### config.mk
export PLATFORM = sky130hd
export DESIGN_NAME = uart_tx_queue_ctrl_flat
export DESIGN_NICKNAME = d
export VERILOG_FILES = /design/src/rtl/uart_tx_queue_ctrl_if.sv /design/src/rtl/uart_tx_queue_ctrl.sv /design/src/flat_wrapper.sv
export SDC_FILE = /design/constraint.sdc
export NUM_CORES = 1
export LEC_CHECK = 0
export ABC_AREA = 1
export CAP_MARGIN = 20
export CORE_ASPECT_RATIO = 0.9
export CORE_MARGIN = 2
export CORE_UTILIZATION = 35
export CTS_BUF_LIST = sky130_fd_sc_hd__clkbuf_4
export CTS_CLUSTER_SIZE = 20
export DETAILED_ROUTE_END_ITERATION = 16
export GPL_TIMING_DRIVEN = 0
export HOLD_SLACK_MARGIN = 0.03
export PLACE_DENSITY_LB_ADDON = 0.12
export SETUP_SLACK_MARGIN = 0.1
export SLEW_MARGIN = 30
export SYNTH_ARGS = -nofsm -noshare
export SYNTH_HDL_FRONTEND = slang
export SYNTH_SLANG_ARGS = --single-unit
### constraint.sdc
create_clock -name i_Clock -period 2.8 [get_ports i_Clock]
set_clock_uncertainty 0.1 [all_clocks]
set_input_delay 0.28 -clock i_Clock [delete_from_list [all_inputs] [get_ports i_Clock]]
set_output_delay 0.28 -clock i_Clock [all_outputs]
set_load 0.01 [all_outputs]
### src/rtl/uart_tx_queue_ctrl_if.sv
// Bundles the CPU write path, the status outputs and the transmitter
// handshake of uart_tx_queue_ctrl into one port.
// slave  : the queue controller itself.
// master : its environment, i.e. the CPU write side plus the UART transmitter.
interface uart_tx_queue_ctrl_if #(
  parameter int ADDR_BITS = 4
);
  // CPU write path
  logic                 wr_en;
  logic [7:0]           wr_data;
  logic                 flush;
  logic                 err_clr;

  // Status for the I/O status register
  logic                 full;
  logic                 empty;
  logic [ADDR_BITS:0]   level;
  logic                 busy;
  logic                 err_overflow;
  logic                 err_timeout;

  // Transmitter handshake
  logic                 tx_dv;
  logic [7:0]           tx_byte;
  logic                 tx_active;
  logic                 tx_done;

  modport slave (
    input  wr_en, wr_data, flush, err_clr, tx_active, tx_done,
    output full, empty, level, busy, err_overflow, err_timeout, tx_dv, tx_byte
  );

  modport master (
    output wr_en, wr_data, flush, err_clr, tx_active, tx_done,
    input  full, empty, level, busy, err_overflow, err_timeout, tx_dv, tx_byte
  );
endinterface

### src/rtl/uart_tx_queue_ctrl.sv
// Buffered UART transmit controller.
// Bytes written by the CPU are queued in a 2**ADDR_BITS deep circular FIFO.
// They are handed to the transmitter one at a time over its DV/active/done
// handshake. A new byte is only presented once tx_done has been seen low,
// so the transmitter never gets stuck in its cleanup phase. If the
// transmitter ignores tx_dv for ISSUE_TIMEOUT cycles, the byte is dropped and
// a sticky timeout flag is raised.
module uart_tx_queue_ctrl #(
  parameter int ADDR_BITS     = 4,
  parameter int ISSUE_TIMEOUT = 64
) (
  input  logic                i_Clock,
  input  logic                reset,
  uart_tx_queue_ctrl_if.slave bus
);

  localparam int DEPTH = 2 ** ADDR_BITS;
  localparam int PTR_W = ADDR_BITS + 1;
  localparam int CNT_W = $clog2(ISSUE_TIMEOUT + 1);

  localparam logic [PTR_W-1:0] PTR_ONE      = PTR_W'(1);
  localparam logic [PTR_W-1:0] LEVEL_FULL   = PTR_W'(DEPTH);
  localparam logic [CNT_W-1:0] TIMEOUT_LAST = CNT_W'(ISSUE_TIMEOUT - 1);

  typedef enum logic [1:0] {
    IDLE  = 2'd0,
    ISSUE = 2'd1,
    BUSY  = 2'd2
  } state_t;

  state_t state, state_next;

  // FIFO storage and pointers. The extra pointer MSB tells full from empty.
  logic [7:0]       mem [DEPTH];
  logic [PTR_W-1:0] wr_ptr, wr_ptr_next;
  logic [PTR_W-1:0] rd_ptr, rd_ptr_next;
  logic [PTR_W-1:0] level_next;
  logic [PTR_W-1:0] level_q;
  logic             full_q;
  logic             empty_q;

  // Transmitter-side registers
  logic [CNT_W-1:0] issue_cnt, issue_cnt_next;
  logic             tx_dv_q, tx_dv_next;
  logic [7:0]       tx_byte_q, tx_byte_next;

  // Sticky error flags
  logic             err_overflow_q;
  logic             err_timeout_q;

  // Per-cycle events
  logic             push;
  logic             pop;
  logic             overflow_evt;
  logic             timeout_evt;

  // A flush wins over a push in the same cycle and is not an overflow.
  assign push         = bus.wr_en && !full_q && !bus.flush;
  assign overflow_evt = bus.wr_en &&  full_q && !bus.flush;

  // Issue sequencing: choose the next state, the registered tx_dv/tx_byte and the timeout count.
  always_comb begin
    // NOTE: every output of this block gets a default before the case, so no
    // path can leave one unassigned and turn it into a latch.
    state_next     = state;
    tx_dv_next     = tx_dv_q;
    tx_byte_next   = tx_byte_q;
    issue_cnt_next = issue_cnt;
    pop            = 1'b0;
    timeout_evt    = 1'b0;

    unique case (state)
      IDLE: begin
        tx_dv_next = 1'b0;
        // Waiting for tx_done low means the transmitter has left cleanup.
        // A byte is not started in a flush cycle, because flush discards
        // everything that has not been handed over yet.
        if (!empty_q && !bus.tx_done && !bus.flush) begin
          tx_byte_next   = mem[rd_ptr[ADDR_BITS-1:0]];
          tx_dv_next     = 1'b1;
          issue_cnt_next = '0;
          pop            = 1'b1;
          state_next     = ISSUE;
        end
      end

      ISSUE: begin
        if (bus.tx_active) begin
          tx_dv_next = 1'b0;
          state_next = BUSY;
        end else if (issue_cnt == TIMEOUT_LAST) begin
          // The transmitter never took the byte, so abandon it.
          tx_dv_next  = 1'b0;
          timeout_evt = 1'b1;
          state_next  = IDLE;
        end else begin
          issue_cnt_next = issue_cnt + CNT_W'(1);
        end
      end

      BUSY: begin
        tx_dv_next = 1'b0;
        if (bus.tx_done) begin
          state_next = IDLE;
        end
      end

      default: begin
        tx_dv_next = 1'b0;
        state_next = IDLE;
      end
    endcase
  end

  // Pointer update. Flush clears both pointers, and the status outputs follow from the next pointers.
  always_comb begin
    wr_ptr_next = wr_ptr;
    rd_ptr_next = rd_ptr;
    if (bus.flush) begin
      wr_ptr_next = '0;
      rd_ptr_next = '0;
    end else begin
      if (push) wr_ptr_next = wr_ptr + PTR_ONE;
      if (pop)  rd_ptr_next = rd_ptr + PTR_ONE;
    end
    level_next = wr_ptr_next - rd_ptr_next;
  end

  // FIFO storage write port.
  always_ff @(posedge i_Clock) begin
    // NOTE: the storage array has no reset. Only entries between the pointers
    // are ever read, and the pointers themselves are reset.
    if (push) begin
      mem[wr_ptr[ADDR_BITS-1:0]] <= bus.wr_data;
    end
  end

  // Registered state, pointers, status and transmitter outputs, with synchronous reset.
  always_ff @(posedge i_Clock) begin
    // NOTE: non-blocking assignments, so every register here sees the
    // pre-edge value of every other one, whatever the statement order.
    if (reset) begin
      state          <= IDLE;
      wr_ptr         <= '0;
      rd_ptr         <= '0;
      level_q        <= '0;
      full_q         <= 1'b0;
      empty_q        <= 1'b1;
      issue_cnt      <= '0;
      tx_dv_q        <= 1'b0;
      tx_byte_q      <= 8'h00;
      err_overflow_q <= 1'b0;
      err_timeout_q  <= 1'b0;
    end else begin
      state     <= state_next;
      wr_ptr    <= wr_ptr_next;
      rd_ptr    <= rd_ptr_next;
      level_q   <= level_next;
      full_q    <= (level_next == LEVEL_FULL);
      empty_q   <= (level_next == '0);
      issue_cnt <= issue_cnt_next;
      tx_dv_q   <= tx_dv_next;
      tx_byte_q <= tx_byte_next;

      // A new error event in the same cycle as err_clr keeps the flag set.
      if (overflow_evt)     err_overflow_q <= 1'b1;
      else if (bus.err_clr) err_overflow_q <= 1'b0;

      if (timeout_evt)      err_timeout_q  <= 1'b1;
      else if (bus.err_clr) err_timeout_q  <= 1'b0;
    end
  end

  assign bus.full         = full_q;
  assign bus.empty        = empty_q;
  assign bus.level        = level_q;
  assign bus.busy         = !empty_q || (state != IDLE);
  assign bus.err_overflow = err_overflow_q;
  assign bus.err_timeout  = err_timeout_q;
  assign bus.tx_dv        = tx_dv_q;
  assign bus.tx_byte      = tx_byte_q;

endmodule

### src/flat_wrapper.sv
// flat-port wrapper written by rule: the top's interface ports become plain ports
module uart_tx_queue_ctrl_flat 
#(
  parameter int ADDR_BITS     = 4,
  parameter int ISSUE_TIMEOUT = 64
)
  (i_Clock, reset, bus_wr_en, bus_wr_data, bus_flush, bus_err_clr, bus_tx_active, bus_tx_done, bus_full, bus_empty, bus_level, bus_busy, bus_err_overflow, bus_err_timeout, bus_tx_dv, bus_tx_byte);
  uart_tx_queue_ctrl_if #(.ADDR_BITS(ADDR_BITS)) bus_i ();
  input  logic i_Clock;
  input  logic reset;
  input wire logic [$bits(bus_i.wr_en)-1:0] bus_wr_en;
  input wire logic [$bits(bus_i.wr_data)-1:0] bus_wr_data;
  input wire logic [$bits(bus_i.flush)-1:0] bus_flush;
  input wire logic [$bits(bus_i.err_clr)-1:0] bus_err_clr;
  input wire logic [$bits(bus_i.tx_active)-1:0] bus_tx_active;
  input wire logic [$bits(bus_i.tx_done)-1:0] bus_tx_done;
  output wire logic [$bits(bus_i.full)-1:0] bus_full;
  output wire logic [$bits(bus_i.empty)-1:0] bus_empty;
  output wire logic [$bits(bus_i.level)-1:0] bus_level;
  output wire logic [$bits(bus_i.busy)-1:0] bus_busy;
  output wire logic [$bits(bus_i.err_overflow)-1:0] bus_err_overflow;
  output wire logic [$bits(bus_i.err_timeout)-1:0] bus_err_timeout;
  output wire logic [$bits(bus_i.tx_dv)-1:0] bus_tx_dv;
  output wire logic [$bits(bus_i.tx_byte)-1:0] bus_tx_byte;
  assign bus_i.wr_en = bus_wr_en;
  assign bus_i.wr_data = bus_wr_data;
  assign bus_i.flush = bus_flush;
  assign bus_i.err_clr = bus_err_clr;
  assign bus_i.tx_active = bus_tx_active;
  assign bus_i.tx_done = bus_tx_done;
  assign bus_full = bus_i.full;
  assign bus_empty = bus_i.empty;
  assign bus_level = bus_i.level;
  assign bus_busy = bus_i.busy;
  assign bus_err_overflow = bus_i.err_overflow;
  assign bus_err_timeout = bus_i.err_timeout;
  assign bus_tx_dv = bus_i.tx_dv;
  assign bus_tx_byte = bus_i.tx_byte;
  uart_tx_queue_ctrl #(.ADDR_BITS(ADDR_BITS), .ISSUE_TIMEOUT(ISSUE_TIMEOUT)) u_core (.i_Clock(i_Clock), .reset(reset), .bus(bus_i));
endmodule
==> reports/results.ini, run 1 <==
[drt]
vias = 4843
finalWirelength_mm = 17.9
ant_nets = 0
first_iter_violations = 376
drt_first_pass_iters = 5
drcViolationCount = 0
post_drt_wl_per_cell_um = 18.7
viasPerCell = 5.05

[die]
die_footprint_um2 = 21100
boundaryPins = 34
die_width_um = 153
core_area_um2 = 19300
initial_core_util_pct = 36.0
die_height_um = 138
placementRows = 48

[power_and_ir_drop]
switching_share_pct = 24.6
power_density_nw_per_um2 = 550
internal_power_uw = 3320
power_frac_seq_pct = 60.7
power.combinational.fraction_pct = 6.8
power_switching_uw = 1080
p_clk_share_pct = 32.5
worst_ir_drop_vdd_mv = 0.282
static-leakage-power_uw = 0.00274
report.power.total_uw = 4400

[clock_tree]
cts_inserted_buffers = 17
clock_tree_from_tritoncts = yes
clock_latency_ns = 0.56
htree_levels = 4
cts.sinks = 165
clk_pin_slew_ns = 0.14
number_of_buffers_on_the_longest_clock_path = 2
cts.root.buffer_cell = sky130_fd_sc_hd__clkbuf_4

[final_layout]
post-route-util_pct = 41.4
most_common_cell_after_layout_fill_and_taps_aside = sky130_fd_sc_hd__nor2_1
drive_above_1_share_pct = 11.6
syn_to_final_growth_pct = 14.9
final_cell_mix = sky130_fd_sc_hd__nor2_1 (131), sky130_fd_sc_hd__edfxtp_1 (128), sky130_fd_sc_hd__o21ai_0 (72), sky130_fd_sc_hd__nand2_1 (53), sky130_fd_sc_hd__inv_1 (46)
fin_nets = 721
instances_no_fill = 959

[worst_hold_path]
timing.hold.worst_path_depth = 3
timing.hold.worst.class = input port to flip-flop
hp-start = bus_tx_active
min_to = u_core.state[1]$_SDFFE_PP0P_

[worst_setup_path]
cp_max_fo = 10
worst_setup_path_start_kind = flip-flop
worstPathCellList = inv_1 -> buf_2 -> clkbuf_4 -> nor2_4 -> nor3_1 -> ha_1 -> fa_1 -> inv_1 -> a31oi_4 -> inv_1 -> nand3_1 -> nand3_2 -> nor2_2
worstPathArrival_ns = 2.98
critPathRequiredTime_ns = 3.20
critical_path.n_buffers_inverters = 5
number_of_cells_on_the_worst_reg_to_reg_path = 13
critical_path.endpoint_type = flip-flop
regToRegSetupSlack_ns = 0.22
critical_path.reg2reg.endpoint = u_core.bus.full$_SDFF_PP0_
r2r-start = u_core.rd_ptr[0]$_SDFF_PP0_
crit_family = buffers and inverters
slowest_delay_ns = 0.36
critPathKind = flip-flop to flip-flop
critical_path.slowest_cell = sky130_fd_sc_hd__dfxtp_2
cp_common_cell = sky130_fd_sc_hd__inv_1

[placed_design]
post_detailed_placement_half_perimeter_wirelength_mm = 12.6
port-buffer-count = 32
globalplace.congestion = 0.834
place_inst = 922

[global_routing]
number_of_global_route_vias_before_repair = 4766
antenna_found_initial = 1
grt_start_max_net_pins = 20
global_route_usage_over_all_layers_pct = 17.7
global_route_wire_length_before_repair_mm = 27.4
grt_remaining_overflow = 0

[yosys]
netlist_top_cells_area = sky130_fd_sc_hd__edfxtp_1 (55%), sky130_fd_sc_hd__dfxtp_1 (11%), sky130_fd_sc_hd__nor2_1 (7.2%)
synth_top_family_by_area = simple AND/OR/NAND/NOR gates
ys_seq_elements = 165
synth_compound_gate_area_share_pct = 11.3
synth-adder-area-share_pct = 2.08
synthesis.nets = 666
yosysTopAreaCellShare_pct = 55.2
yosysSeqAreaShare_pct = 65.8
yosys.area_share.xor_xnor_pct = 0.251
synth_warnings = 0
netlist_instances = 640
synth_area_um2 = 6970
ys_types = 37
synth_simple_gate_area_share_pct = 15.4
avgSynthCellArea_um2 = 10.9
synthMuxAreaShare_pct = 0
synth.largest_area_cell = sky130_fd_sc_hd__edfxtp_1

[job]
number_of_max_capacitance_violations_reported = 0

[sta]
rsz0062_at_grt = yes
max_freq_mhz = 387
finalSetupViolCount = 0
timing.setup.tns_ns = 0
slew_headroom_pct = 42.6
layout_worst_path_cycle_share_pct = 92.2
tightestPinTransition_ns = 0.857
report.final.hold_viol_count = 0
final_period_minus_worst_setup_slack_ns = 2.58
slew_violations = 0

[outcome]
status = complete, no violations

## what timing repair did
item | in CTS | in global routing
resized for setup | 4 | 14
pin swaps | 1 | 2
endpoints found under the hold margin | 5 | 0
endpoints found under the setup margin | 3 | 3
setup buffers | 2 | 2
hold buffers | 1 | 0
## kinds of logic after synthesis
kind of cell	Yosys count
fa+ha+maj	11
compound gates	131
flops	165
simple gates	250
xor+xnor	2
buf+inv	81
## synthesized netlist by cell type
library cell / number
sky130_fd_sc_hd__nand3_2: 5
sky130_fd_sc_hd__fa_1: 1
sky130_fd_sc_hd__xnor2_1: 2
sky130_fd_sc_hd__nand4_1: 4
sky130_fd_sc_hd__nand3_1: 37
sky130_fd_sc_hd__nor4_1: 4
sky130_fd_sc_hd__o21ai_0: 73
sky130_fd_sc_hd__buf_12: 1
sky130_fd_sc_hd__clkbuf_1: 10
sky130_fd_sc_hd__edfxtp_1: 128
sky130_fd_sc_hd__nand2_2: 2
sky130_fd_sc_hd__or3_1: 1
sky130_fd_sc_hd__buf_6: 1
sky130_fd_sc_hd__nor3_1: 5
sky130_fd_sc_hd__nand3b_1: 1
sky130_fd_sc_hd__inv_6: 1
sky130_fd_sc_hd__nand2_1: 53
sky130_fd_sc_hd__inv_1: 46
sky130_fd_sc_hd__nor2_1: 134
sky130_fd_sc_hd__nand3_4: 1
sky130_fd_sc_hd__nor2_2: 3
sky130_fd_sc_hd__dfxtp_1: 37
sky130_fd_sc_hd__buf_1: 3
sky130_fd_sc_hd__buf_2: 17
sky130_fd_sc_hd__a21oi_1: 9
sky130_fd_sc_hd__a31oi_1: 2
sky130_fd_sc_hd__o211a_1: 1
sky130_fd_sc_hd__o21ai_2: 1
sky130_fd_sc_hd__clkinv_1: 1
sky130_fd_sc_hd__o211ai_1: 29
sky130_fd_sc_hd__o21a_1: 9
sky130_fd_sc_hd__ha_1: 10
sky130_fd_sc_hd__buf_4: 1
sky130_fd_sc_hd__o21ai_1: 1
sky130_fd_sc_hd__a2111oi_2: 1
sky130_fd_sc_hd__o221ai_1: 3
sky130_fd_sc_hd__o21bai_1: 2
## metal layers
metal / GRT usage (%) / wire length [um] / vias up
met5: 0 / 0 / -
met4: 4.37 / 218 / 0
met3: 3.56 / 687 / 15
met2: 28.4 / 8220 / 118
met1: 24.8 / 8760 / 2363
li1: - / - / 2347
## state kept, by name, indices dropped and copies added, names as in the netlist
name                     count
u_core.bus.empty             1
u_core.bus.err_overflow      1
u_core.bus.err_timeout       1
u_core.bus.full              1
u_core.bus.level             5
u_core.bus.tx_byte           8
u_core.bus.tx_dv             1
u_core.issue_cnt             7
u_core.mem                 128
u_core.rd_ptr                5
u_core.state                 2
u_core.wr_ptr                5
## worst reg2reg max path: stages, from the launching register on
cell and delay [ns]:
sky130_fd_sc_hd__dfxtp_2 0.36, sky130_fd_sc_hd__inv_1 0.08, sky130_fd_sc_hd__buf_2 0.22, sky130_fd_sc_hd__clkbuf_4 0.28
sky130_fd_sc_hd__nor2_4 0.07, sky130_fd_sc_hd__nor3_1 0.33, sky130_fd_sc_hd__ha_1 0.26, sky130_fd_sc_hd__fa_1 0.23
sky130_fd_sc_hd__inv_1 0.09, sky130_fd_sc_hd__a31oi_4 0.18, sky130_fd_sc_hd__inv_1 0.08, sky130_fd_sc_hd__nand3_1 0.10
sky130_fd_sc_hd__nand3_2 0.08, sky130_fd_sc_hd__nor2_2 0.08
## power by group through the flow
stage / logic, uW / registers [uW] / clock network, uW
6_report: 300 / 2670 / 1430
2_1_floorplan: 137 / 2730 / 0
3_3_place_gp: 290 / 2730 / 0
3_5_place_dp: 292 / 2730 / 0
5_1_grt: 332 / 2680 / 1550
4_1_cts: 297 / 2670 / 1460
## worst max path at each step
stage                           startpoint                           to  slack [ns]  cells after the start
2_1_floorplan                    bus_flush   u_core.bus.full$_SDFF_PP0_        0.52                     16
3_3_place_gp                   bus_tx_done  u_core.bus.empty$_SDFF_PP1_       -0.28                     15
3_5_place_dp                   bus_tx_done  u_core.bus.empty$_SDFF_PP1_       -0.29                     15
4_1_cts        u_core.rd_ptr[0]$_SDFF_PP0_   u_core.bus.full$_SDFF_PP0_        0.11                     15
5_1_grt        u_core.rd_ptr[0]$_SDFF_PP0_   u_core.bus.full$_SDFF_PP0_        0.07                     15
6_report       u_core.rd_ptr[0]$_SDFF_PP0_   u_core.bus.full$_SDFF_PP0_        0.22                     13
## per-stage QoR
stage	hold WS (ns)	instance area, um2	setup slack (ns)
3_5_place_dp	0.355	7610	-0.293
6_report	0.247	8000	0.218
5_1_grt	0.216	8000	0.0686
4_1_cts	0.200	7930	0.109
2_1_floorplan	0.256	6970	0.524
3_3_place_gp	0.357	7600	-0.282
## cell type report
cell class | instances | area [um2]
fillers | 1878 | 11300
flip-flops and latches | 165 | 4590
multi-input cells | 394 | 2090
repair buffers | 37 | 360
well taps | 250 | 313
inverters | 48 | 186
plain buffers | 32 | 174
clock inverters | 14 | 153
clock buffers | 18 | 135
diodes | 1 | 2.50
No activity file was read; power rests on OpenSTA's default activity.
==> inputs of run 2 (changes only) <==
==> constraint.sdc (replaced) <==
create_clock -name i_Clock -period 3.2 [get_ports i_Clock]
set_clock_uncertainty 0.1 [all_clocks]
set_input_delay 0.32 -clock i_Clock [delete_from_list [all_inputs] [get_ports i_Clock]]
set_output_delay 0.32 -clock i_Clock [all_outputs]
set_load 0.01 [all_outputs]
==> run 2 against run 1 <==
Net effect: sequential power shrank 12%; worst setup slack gained 0.21 ns; cell area shrank 1.1%; largest cell class unchanged; register-to-register slack gained 0.21 ns; worst hold slack gained 0.044 ns; first-iteration DRC count shrank 4.3%; sequential share of layout area grew 0.60 points; critical path type unchanged.
==> reports/results.ini, run 2 (synthesis results as in run 1) <==
[worst_setup_path]
critical_path.endpoint_type = flip-flop
cp-endpoint = u_core.bus.full$_SDFF_PP0_
regToRegSetupSlack_ns = 0.43
worstPathArrival_ns = 3.17
number_of_cells_on_the_worst_reg_to_reg_path = 14
timing.critical_path.from = u_core.state[0]$_SDFFE_PP0P_
critPathKind = flip-flop to flip-flop
critical_path.reg2reg.endpoint = u_core.bus.full$_SDFF_PP0_
worst_setup_path_start_kind = flip-flop
critPathRequiredTime_ns = 3.60
cp_max_fo = 10
r2r-start = u_core.state[0]$_SDFFE_PP0P_

[sta]
timing.setup.tns_ns = 0
slew_violations = 0
tightestPinTransition_ns = 0.866
report.final.hold_viol_count = 0
slew_headroom_pct = 42.0
finalSetupViolCount = 0
layout_worst_path_cycle_share_pct = 86.5
max_freq_mhz = 361
rsz0062_at_grt = no
final_period_minus_worst_setup_slack_ns = 2.77

[placed_design]
post_detailed_placement_half_perimeter_wirelength_mm = 12.6
port-buffer-count = 32
place_inst = 922
globalplace.congestion = 0.834

[clock_tree]
clock_tree_from_tritoncts = yes
cts.sinks = 165
clk_pin_slew_ns = 0.14
post_cts.repair.setup_buffers = 0
cts_inserted_buffers = 17
htree_levels = 4
number_of_buffers_on_the_longest_clock_path = 2
clock_latency_ns = 0.56
cts.root.buffer_cell = sky130_fd_sc_hd__clkbuf_4

[die]
die_height_um = 138
initial_core_util_pct = 36.0
boundaryPins = 34
die_width_um = 153
placementRows = 48
core_area_um2 = 19300
die_footprint_um2 = 21100

[drt]
drt-met1-wl_mm = 8.65
first_iter_violations = 360
post_drt_wl_per_cell_um = 18.7
viasPerCell = 5.02
maxUsedRoutingLayer = met4
routed-wl-met2_mm = 8.19
drt_first_pass_iters = 5
vias = 4798
ant_nets = 0
finalWirelength_mm = 17.9
drcViolationCount = 0
route.met3.wl_um = 833

[global_routing]
antenna_found_initial = 1
grt_start_max_net_pins = 17
number_of_global_route_vias_before_repair = 4761
grt_remaining_overflow = 0
global_route_wire_length_before_repair_mm = 27.4
global_route_usage_over_all_layers_pct = 17.7

[final_layout]
fin_nets = 718
syn_to_final_growth_pct = 13.6
filler_cell_count = 1882
drive_above_1_share_pct = 9.79
most_common_cell_after_layout_fill_and_taps_aside = sky130_fd_sc_hd__nor2_1
post-route-util_pct = 40.9
instances_no_fill = 956
max_reg_flops = 128
final_cell_mix = sky130_fd_sc_hd__nor2_1 (134), sky130_fd_sc_hd__edfxtp_1 (128), sky130_fd_sc_hd__o21ai_0 (73), sky130_fd_sc_hd__nand2_1 (53), sky130_fd_sc_hd__inv_1 (46)

[worst_hold_path]
timing.hold.worst_path_depth = 2
timing.hold.worst.class = input port to flip-flop

[job]
number_of_max_capacitance_violations_reported = 0

[power_and_ir_drop]
static-leakage-power_uw = 0.00271
worst_ir_drop_vdd_mv = 0.246
report.power.total_uw = 3840
power_density_nw_per_um2 = 485

[outcome]
status = complete, no violations

-- run 2: cell count changes in the layout (fill, tap and decap cells not counted), sizes merged --
cell | before | now
clkinv | 4 | 3
clkbuf | 29 | 28
buf | 25 | 23
clkinvlp | 6 | 7
-- run 2: worst min path at each step --
stage | to | slack [ns] | from
after floorplan | u_core.issue_cnt[6]$_SDFFE_PP0P_ | 0.30 | reset
after global placement | u_core.bus.err_overflow$_SDFFE_PP0P_ | 0.36 | u_core.bus.err_overflow$_SDFFE_PP0P_
after detailed placement | u_core.bus.tx_dv$_SDFFE_PP0P_ | 0.35 | u_core.bus.tx_dv$_SDFFE_PP0P_
after CTS | u_core.state[1]$_SDFFE_PP0P_ | 0.24 | bus_tx_active
after global routing | u_core.issue_cnt[6]$_SDFFE_PP0P_ | 0.26 | reset
final | u_core.issue_cnt[6]$_SDFFE_PP0P_ | 0.29 | reset
-- run 2: layout make-up --
cell class	count	area, um2	share of cell area (%)
antenna	1	2.50	0.0316
buffer	33	174	2.20
clock buffer	18	135	1.71
clock inverter	14	153	1.93
inverter	48	189	2.39
multi-input combinational	394	2040	25.7
sequential	165	4580	57.9
tap	250	313	3.95
timing repair buffer	33	330	4.17
-- run 2: where the power goes --
part	leakage [uW]	switching, uW	internal (uW)
sequential	0.00145	10.6	2330
clock	0.000135	771	478
combinational	0.00112	162	93.1
total	0.00271	943	2900
-- run 2: per-layer routing --
metal	track usage, %	vias up
li1	-	2340
met1	24.8	2335
met2	28.6	109
met3	3.56	14
met4	4.37	0
met5	0	-
-- run 2: stage by stage --
stage	setup WS, ns	instance area (um2)	hold WS, ns
6_report	0.433	7920	0.291
5_1_grt	0.127	7920	0.256
4_1_cts	0.254	7900	0.240
3_5_place_dp	0.0674	7610	0.355
3_3_place_gp	0.0777	7600	0.357
2_1_floorplan	0.884	6970	0.296
-- run 2: worst max-delay path: stages (launching register included) --
cell and delay (ns):
sky130_fd_sc_hd__dfxtp_1 0.36, sky130_fd_sc_hd__nor2_1 0.16, sky130_fd_sc_hd__nand3_2 0.23, sky130_fd_sc_hd__inv_1 0.13, sky130_fd_sc_hd__buf_4 0.18, sky130_fd_sc_hd__a21oi_1 0.07, sky130_fd_sc_hd__nand3b_1 0.23, sky130_fd_sc_hd__ha_1 0.40
sky130_fd_sc_hd__a21oi_1 0.14, sky130_fd_sc_hd__o21ai_0 0.11, sky130_fd_sc_hd__xnor2_1 0.19, sky130_fd_sc_hd__nand2_1 0.07, sky130_fd_sc_hd__nor2_1 0.19, sky130_fd_sc_hd__inv_1 0.08, sky130_fd_sc_hd__nor2_2 0.10
-- run 2: timing repair --
| item | CTS | global route |
|---|---|---|
| gates resized for setup | 0 | 4 |
| endpoints found under the setup margin | 0 | 3 |
| hold buffers | 1 | 0 |
| hold endpoints to repair | 4 | 0 |
==> inputs of run 3 (changes only) <==
--- a/config.mk
+++ b/config.mk
@@ -9,7 +9,7 @@
 export CAP_MARGIN = 20
 export CORE_ASPECT_RATIO = 0.9
 export CORE_MARGIN = 2
-export CORE_UTILIZATION = 35
+export CORE_UTILIZATION = 25
 export CTS_BUF_LIST = sky130_fd_sc_hd__clkbuf_4
 export CTS_CLUSTER_SIZE = 20
 export DETAILED_ROUTE_END_ITERATION = 16
@@ -17,6 +17,8 @@
 export HOLD_SLACK_MARGIN = 0.03
 export PLACE_DENSITY_LB_ADDON = 0.12
 export SETUP_SLACK_MARGIN = 0.1
+export SKIP_CTS_REPAIR_TIMING = 1
+export SKIP_LAST_GASP = 1
 export SLEW_MARGIN = 30
 export SYNTH_ARGS = -nofsm -noshare
 export SYNTH_HDL_FRONTEND = slang
==> run 3 against run 2 <==
Net effect: maximum frequency decreased by 1.7%; sequential power about the same; combinational power increased by 4%; cell area increased by 2.3%; total power increased by 3.4%; clock-buffer cell count unchanged; clock power increased by 9.6%; non-clock buffer count unchanged; worst setup slack got worse by 0.047 ns; flip-flop and latch count unchanged; critical endpoint unchanged; highest routed layer unchanged.
==> reports/results.ini, run 3 (synthesis results as in run 1) <==
[outcome]
status = complete, no violations

[sta]
final_period_minus_worst_setup_slack_ns = 2.81
rsz0062_at_grt = no
layout_worst_path_cycle_share_pct = 88.0
timing.setup.tns_ns = 0
finalSetupViolCount = 0
report.final.hold_viol_count = 0
tightestPinTransition_ns = 0.898
max_freq_mhz = 355
slew_headroom_pct = 39.9
timing.final.ws_setup_ns = 0.386
slew_violations = 0

[worst_setup_path]
number_of_cells_on_the_worst_reg_to_reg_path = 15
critical_path.endpoint_type = flip-flop
critPathRequiredTime_ns = 3.61
worst_setup_path_start_kind = flip-flop
worstPathCellList = inv_1 -> buf_2 -> buf_2 -> nor2_2 -> nand3_1 -> nand2_1 -> nand3_1 -> ha_1 -> nand2_1 -> nand2_1 -> a31oi_2 -> inv_1 -> nand3_1 -> nand3_2 -> nor2_2
critical_path.slowest_cell = sky130_fd_sc_hd__dfxtp_1
worstPathArrival_ns = 3.23
slowest_delay_ns = 0.41
cp_max_fo = 10
critPathKind = flip-flop to flip-flop

[clock_tree]
number_of_buffers_on_the_longest_clock_path = 2
cts_inserted_buffers = 17
cts.root.buffer_cell = sky130_fd_sc_hd__clkbuf_4
clock_tree_from_tritoncts = yes
htree_levels = 4
clk_pin_slew_ns = 0.15
cts.sinks = 165
clock_latency_ns = 0.56

[final_layout]
most_common_cell_after_layout_fill_and_taps_aside = sky130_fd_sc_hd__nor2_1
max_reg_flops = 128
fin_nets = 718
drive_above_1_share_pct = 9.93
final_cell_mix = sky130_fd_sc_hd__nor2_1 (132), sky130_fd_sc_hd__edfxtp_1 (128), sky130_fd_sc_hd__o21ai_0 (73), sky130_fd_sc_hd__nand2_1 (53), sky130_fd_sc_hd__inv_1 (46)
syn_to_final_growth_pct = 16.2
post-route-util_pct = 29.8

[global_routing]
antenna_found_initial = 1
gr-usage-met2_pct = 22.2
number_of_global_route_vias_before_repair = 4777
grt_start_max_net_pins = 17
global_route_wire_length_before_repair_mm = 29.9
met1_usage_pct = 19.7
global_route_usage_over_all_layers_pct = 14.1
grt_remaining_overflow = 0
grt-busiest-layer = met2
groute.layer.met3.usage_pct = 2.42

[die]
core_area_um2 = 27200
die_height_um = 162
die_width_um = 180
initial_core_util_pct = 25.6
boundaryPins = 34
placementRows = 57
die_footprint_um2 = 29200

[power_and_ir_drop]
internal_power_uw = 3050
power.combinational.fraction_pct = 6.6
static-leakage-power_uw = 0.00274
p_clk_share_pct = 34.5
switching_share_pct = 23.4
worst_ir_drop_vdd_mv = 0.206
report.power.total_uw = 3970
power_frac_seq_pct = 58.8
power_density_nw_per_um2 = 491
power_switching_uw = 929

[worst_hold_path]
timing.hold.worst.class = input port to flip-flop
timing.hold.worst_path_depth = 3

[drt]
ant_nets = 0
first_iter_violations = 300
finalWirelength_mm = 19.7
vias = 4813
post_drt_wl_per_cell_um = 18.6
viasPerCell = 4.54
drt_first_pass_iters = 4
drcViolationCount = 0

[placed_design]
post-place-ws_ns = -0.121
globalplace.congestion = 0.795
port-buffer-count = 32
post_detailed_placement_half_perimeter_wirelength_mm = 14.0

[job]
number_of_max_capacitance_violations_reported = 0

run 3: power by group through the flow:
stage	clock (uW)	combinational [uW]	sequential, uW
after floorplan	0	120	2390
after global routing	1500	294	2340
after detailed placement	0	266	2390
after CTS	1410	267	2340
after global placement	0	264	2390
final	1370	264	2340
run 3: worst paths after layout:
check,from,endpoint,slack (ns)
worst max-delay path,u_core.rd_ptr[0]$_SDFF_PP0_,u_core.bus.full$_SDFF_PP0_,0.39
worst min-delay path,bus_tx_active,u_core.state[1]$_SDFFE_PP0P_,0.25
worst max register to register,u_core.rd_ptr[0]$_SDFF_PP0_,u_core.bus.full$_SDFF_PP0_,0.39
worst min register to register,u_core.bus.err_overflow$_SDFFE_PP0P_,u_core.bus.err_overflow$_SDFFE_PP0P_,0.39
run 3: area by class of cell:
type | instances | area [um2]
well taps | 354 | 443
diodes | 2 | 5.00
flip-flops and latches | 165 | 4580
repair buffers | 33 | 330
clock inverters | 14 | 184
plain buffers | 33 | 174
multi-input cells | 394 | 2050
clock buffers | 18 | 135
fillers | 2800 | 19100
inverters | 48 | 189
run 3: metal layers:
| layer | wire length [um] | vias to the layer above |
|---|---|---|
| met5 | 0 | - |
| met4 | 314 | 0 |
| met3 | 634 | 17 |
| met2 | 8920 | 88 |
| met1 | 9870 | 2356 |
| li1 | - | 2352 |
run 3: stage by stage:
stage                     hold WS (ns)  cells  area [um2]
after detailed placement         0.362   1026        7740
after global routing             0.236   1061        8100
after floorplan                  0.296    640        6970
final                            0.254   1061        8100
after CTS                       -0.170   1058        8060
after global placement           0.357   1026        7730
run 3: worst max-delay path: cells and delay by family, from the launching register on:
family | cells | cell delay (ns)
AND/OR/NAND/NOR | 9 | 1.00
buffers and inverters | 4 | 0.59
flip-flops | 1 | 0.41
adder cells (fa/ha/maj) | 1 | 0.39
AO/OA/AOI/OAI | 1 | 0.28
